<file path="config.mk">
export PLATFORM = sky130hd
export DESIGN_NAME = sosanh_tichluy
export DESIGN_NICKNAME = d
export VERILOG_FILES = /design/src/rtl/sosanh_tichluy.sv
export SDC_FILE = /design/constraint.sdc
export NUM_CORES = 1
export LEC_CHECK = 0
export CORE_MARGIN = 2
export CORE_UTILIZATION = 25
export DETAILED_ROUTE_END_ITERATION = 6
export PLACE_DENSITY = 0.56
export SLEW_MARGIN = 5
export SYNTH_ARGS = -nofsm -noshare
export SYNTH_HDL_FRONTEND = slang
export SYNTH_SLANG_ARGS = --single-unit
</file>
<file path="constraint.sdc">
create_clock -name clk -period 3.7 [get_ports clk]
set_input_delay 0.37 -clock clk [delete_from_list [all_inputs] [get_ports clk]]
set_output_delay 0.37 -clock clk [all_outputs]
set_load 0.005 [all_outputs]
</file>
<file path="src/rtl/sosanh_tichluy.sv">
// sosanh_tichluy: windowed accumulator of comparator outcomes with valid/ready in and out.
// SOSANH_ERRCHK_EN: count non-one-hot flag samples in err_cnt instead of priority-decoding them.
module sosanh_tichluy #(
    parameter int WINDOW = 8,
    parameter int CW = 8
) (
    input  logic          clk,
    input  logic          rst_n,
    input  logic          clr,
    input  logic          in_valid,
    output logic          in_ready,
    input  logic [3:0]    a,
    input  logic [3:0]    b,
    input  logic          x,
    input  logic          y,
    input  logic          z,
    output logic          out_valid,
    input  logic          out_ready,
    output logic [CW-1:0] gt_cnt,
    output logic [CW-1:0] lt_cnt,
    output logic [CW-1:0] eq_cnt,
    output logic [3:0]    max_val,
    output logic [CW-1:0] err_cnt
);
    localparam int WW = $clog2(WINDOW + 1);
    localparam logic [WW-1:0] LAST = WW'(WINDOW - 1);
    typedef enum logic {COLLECT, REPORT} state_t;
    state_t state, state_nx;
    logic [WW-1:0] win_cnt;
    logic accept, last, flush, ok, is_gt, is_lt, is_eq;
    logic [3:0] big;
    assign in_ready = state == COLLECT;
    assign out_valid = state == REPORT;
    assign accept = in_valid && in_ready && !clr;
    assign last = accept && win_cnt == LAST;
    assign flush = clr || (out_valid && out_ready);
    assign big = x ? a : b;
`ifdef SOSANH_ERRCHK_EN
    logic [CW-1:0] err_q;
    assign ok = $onehot({x, y, z});
    assign is_gt = ok && x;
    assign is_lt = ok && y;
    assign is_eq = ok && z;
    assign err_cnt = err_q;
    always_ff @(posedge clk or negedge rst_n) begin
        if (!rst_n)
            err_q <= '0;
        else if (flush)
            err_q <= '0;
        else if (accept && !ok)
            err_q <= err_q + CW'(1);
    end
`else
    // x > y > z priority; all-zero flags fall through to eq
    assign ok = 1'b1;
    assign is_gt = x;
    assign is_lt = !x && y;
    assign is_eq = !x && !y;
    assign err_cnt = '0;
`endif
    always_ff @(posedge clk or negedge rst_n) begin
        if (!rst_n)
            state <= COLLECT;
        else
            state <= state_nx;
    end
    always_comb begin
        state_nx = state;
        if (clr)
            state_nx = COLLECT;
        else if (last)
            state_nx = REPORT;
        else if (out_valid && out_ready)
            state_nx = COLLECT;
    end
    always_ff @(posedge clk or negedge rst_n) begin
        if (!rst_n) begin
            win_cnt <= '0;
            gt_cnt  <= '0;
            lt_cnt  <= '0;
            eq_cnt  <= '0;
            max_val <= '0;
        end else if (flush) begin
            win_cnt <= '0;
            gt_cnt  <= '0;
            lt_cnt  <= '0;
            eq_cnt  <= '0;
            max_val <= '0;
        end else if (accept) begin
            win_cnt <= win_cnt + WW'(1);
            if (is_gt)
                gt_cnt <= gt_cnt + CW'(1);
            if (is_lt)
                lt_cnt <= lt_cnt + CW'(1);
            if (is_eq)
                eq_cnt <= eq_cnt + CW'(1);
            if (ok && big > max_val)
                max_val <= big;
        end
    end
endmodule

</file>
### Word-level counts from Yosys, hierarchy flattened

Index checks and enable logic that the tools add are counted.

* bits in registers: 33

* reduce and logical (&&, ||, !) cells: 20
* equality and inequality tests: 1
* magnitude comparators: 1
* bitwise logic cells: 1
* muxes and demuxes: 18
* $add $sub $neg: 4

Operators with widths (count)
* $mux 8: 9
* $add 8x1->8 const B: 3
* $mux 4: 6
* $reduce_bool 2->1: 5
* $reduce_and 2->1: 4
* $logic_and 1x1->1: 6
* $add 4x1->4 const B: 1
* $eq 4x3->1 const B: 1
* $gt 4x4->1: 1
* $logic_not 1->1: 3
* $mux 1: 3
* $reduce_bool 3->1: 1
* $logic_or 1x1->1: 1
* $not 1->1: 1

### Longest topological paths before layout

* depth in word-level cells: 6
* gate-level depth with buffers: 7
* depth with buffers taken out: 6

### Least setup slack after synthesis

Ideal clock, no wire load.

* kind: input-to-reg
* start: input port x
* end: register max_val[0]
* path slack: 1.579 ns
* setup time: 0.125 ns
* stages on the path: 7
* path buffers: 1
* required time: 3.575 ns
* arrival: 1.997 ns
* cells stage by stage: buf_2 mux2_2 ha_1 nor2b_1 o211ai_1 a21oi_2 mux2_2

* word-level cells in the longest chain between the ends: 4
* elaborated cells on any way between the ends: 7
* those cells by class: order compare (1); mux (4); reduce/logical (2)

RTL lines
* start, declared: line 14 `input logic x,`
* $mux 4 (*): line 37 `assign big = x ? a : b;`
* $gt 4x4->1 / $mux 4 (equally long branches): line 97 `if (ok && big > max_val)`
* $reduce_bool 2->1 (no line) / $mux 4 (equally long branches)
* $reduce_and 2->1 (no line) / $mux 4 (equally long branches)
* end signal, assigned: line 98 `max_val <= big;`
* end, declared: line 22 `output logic [3:0] max_val,`

Mark *: on every way between the ends. The rest lies on a longest branch, timed or not. The select of a mux whose other input is x is not followed.
A chain may end at the register's enable or synchronous reset.

### Final worst setup path

Same ends and word-level chain as after synthesis.

==> summary.md <==
| Metric | Value |
|---|---|
| Reg2reg path depth | `4` |
| Register area | `826 um^2` |
| Leading area contributor after synthesis | `dfrtp_1` |
| Critical Path RT | `3870 ps` |
| Clk pwr share | `35.9%` |
| Setup_tns | `0 ps` |
| Vias per cell | `4.49` |
| Mapped Cells | `189` |
| Final min period | `2610 ps` |
| Cell Int Power | `0.549 mW` |
| Seq cells post-synth | `33` |
| EDFF count, synth | `0` |
| Most used DFF post-synth | `dfrtp_1` |
| Post-synth ARST share | `100%` |
| VDD IR max | `0.000105 V` |
| Clk Latency, worst-skew pair | `290 ps` |
| Max Slew Vio Count | `0` |
| Post-Synth Simple-Gate Area | `24.1%` |
| Post-synthesis sequential area ratio | `44.1%` |
| Routed WL per cell | `12.1 um` |
| Post-CTS setup buffers | `0` |
| Final setup violation count | `0` |
| Post-CTS sizing | `0` |
| Yosys warning total | `0` |
| Fin Clk Skew | `3.21 ps` |
| Via count | `1,503` |
| Xor/xnor share of the synthesized area | `8.43%` |
| DRT antenna net count | `0` |
| Smallest hold slack | `495 ps` |
| Area of the multi-input gates | `948 um^2` |
| H-tree levels | `2` |
| Largest family of logic cells by synthesized area | `simple AND/OR/NAND/NOR gates` |
| Antenna Cells | `0` |
| Count of input and output buffers | `44` |
| CTS Buffer Depth | `2` |
| First-pass GRT wire length | `6790 um` |
| Max-cap violations | `0` |
| DRC | `0` |
| Sw frac | `25.2%` |
| Boundary Pins | `54` |
| Initial antenna violation count | `0` |
| CTS clk-pin slew, worst paths | `70 ps` |
| Root Buffer | `clkbuf_8` |
| Outcome | `completed` |
| Hold Vio Cnt, Final | `0` |
| Post-Synth Adder-Cell Area | `5.35%` |
| DRT iter0 DRCs | `80` |
| Commonest non-fill, non-tap cell in the layout | `clkdlybuf4s50_1` |
| CTS buffer count | `5` |
| Final core utilization | `34.0%` |
| Largest net degree at the start of global routing | `34` |
| Synth cell types | `40` |
| Vias in the first global route | `1,377` |
| Combinational Power Share | `12.6%` |
| Core Region | `7250 um^2` |
| First-pass DRT Iterations | `4` |
| Fin nets | `259` |
| Routability cong. | `0.737` |
| Fill cells | `767` |
| Setup slack after layout | `1090 ps` |
| Die Wd | `90.5 um` |
| Initial Utilization | `25.8%` |
| Min-delay worst type | `input port to asynchronous set/reset pin` |
| Pwr/cell area | `298 nW/um^2` |
| Sequential power share | `51.5%` |
| Commonest non-fill, non-tap cells in the layout | `clkdlybuf4s50_1 (44), dfrtp_1 (33), nand2_1 (22)` |
| Arrival @ worst endpoint | `2770 ps` |
| Syn avg cell area | `9.90 um^2` |
| F_max | `384 MHz` |
| Kind of critical path | `input port to register` |
| DP Worst Slack | `767 ps` |
| Area Growth Syn to Fin | `31.7%` |
| Final period utilization | `70.4%` |
| CP Launch Type | `input port` |
| Synth top area cells | `dfrtp_1 (44%), ha_1 (5.4%), xnor2_1 (5.2%), nand2_1 (4.4%), nor2_1 (4.2%)` |
| Crit-path max FO | `13` |
| Die footprint | `8190 um^2` |
| Mapped Area | `1870 um^2` |
| Gr ovfl total | `0` |
| Yosys top cell area share | `44.1%` |
| Post-synthesis mux area share | `5.15%` |
| Die Span Y | `90.5 um` |
| P_sw | `0.185 mW` |
| Critical Path End Type | `register` |
| Standard-cell row count | `31` |
| Post-DP HPWL | `2970 um` |
| Layout cells sized above 1 | `8.05%` |
| Leak | `1.01 nW` |
| Slew margin rel. | `41.9%` |
| CTS tree | `done` |
| Complex-gate fraction of the synthesized area | `6.09%` |
| Final wirelength | `4060 um` |
| Worst slew pin tran | `871 ps` |
| CTS Sinks | `33` |
| GRT Total Usage | `10.3%` |
| RSZ-0062 raised after global routing | `false` |
| Hold-fix buffers, CTS | `0` |
-- state kept, by name, indices dropped and copies added (netlist names) --
| name | count |
|---|---|
| lt_cnt | 8 |
| gt_cnt | 8 |
| eq_cnt | 8 |
| max_val | 4 |
| win_cnt | 4 |
| out_valid | 1 |
-- synth_stat cells, types with 2 or more instances --
| master | n |
|---|---|
| and3_1 | 2 |
| inv_1 | 8 |
| o211ai_1 | 2 |
| xor2_1 | 7 |
| nor4_1 | 2 |
| o21ai_0 | 3 |
| nor2_1 | 21 |
| o31ai_1 | 2 |
| buf_1 | 2 |
| xnor2_1 | 11 |
| mux2_2 | 5 |
| dfrtp_1 | 33 |
| nor3_1 | 3 |
| nand4_1 | 9 |
| nand3_1 | 7 |
| a21oi_1 | 7 |
| nand2_1 | 22 |
| ha_1 | 8 |
| or3_1 | 3 |
| buf_4 | 8 |
| mux2i_1 | 4 |
| buf_2 | 2 |
-- cell families (layout without fill, tap and decap cells) --
group,Yosys count,in the layout
other cells,1,8
mux,9,9
xor+xnor,18,18
compound gates,18,18
fa+ha+maj,8,8
buf+inv,22,62
flops,33,33
simple gates,80,80
-- through the flow --
step	cell area (um^2)	cells	power [mW]
2_1_floorplan	1900	196	0.437
3_3_place_gp	2380	327	0.478
3_5_place_dp	2380	327	0.479
4_1_cts	2460	335	0.750
5_1_grt	2460	335	0.772
6_report	2460	335	0.734
-- power by group through the flow --
stage	Sequential, mW	Combinational, mW	Clock (mW)
2_1_floorplan	0.383	0.0543	0
3_3_place_gp	0.384	0.0938	0
3_5_place_dp	0.384	0.0944	0
4_1_cts	0.378	0.0948	0.277
5_1_grt	0.379	0.104	0.290
6_report	0.378	0.0923	0.264
-- layer usage --
layer / track usage, % / wire (um) / part of all wire, % / vias up
met5: 0 / 0 / 0 / -
met4: 3.85 / 57 / 1.4 / 0
met3: 3.67 / 316 / 7.8 / 8
met2: 16.0 / 1810 / 45 / 47
met1: 13.0 / 1870 / 46 / 715
li1: - / - / - / 733
-- worst max-delay path: stages --
cell	delay (ps)
clkdlybuf4s50_1	800
mux2_2	410
ha_1	290
nor2b_1	130
o211ai_1	100
a21oi_2	290
mux2_2	380
-- final timing paths --
path | slack (ps) | start | end
min reg2reg | 510 | win_cnt[3] | out_valid
max | 1090 | x | max_val[0]
min in group clk | 510 | win_cnt[3] | out_valid
max reg2reg | 1760 | out_valid | max_val[0]
max in group asynchronous | 2900 | rst_n | gt_cnt[6]
min | 500 | rst_n | eq_cnt[2]
-- final cells by class --
class	instances	share of cell area, %
Multi-Input combinational cell	141	38.5
Sequential cell	33	33.5
Timing Repair Buffer	46	18.5
Tap cell	99	5.03
Clock buffer	8	3.25
Inverter	8	1.22
Power figures use the tool's default switching activity.
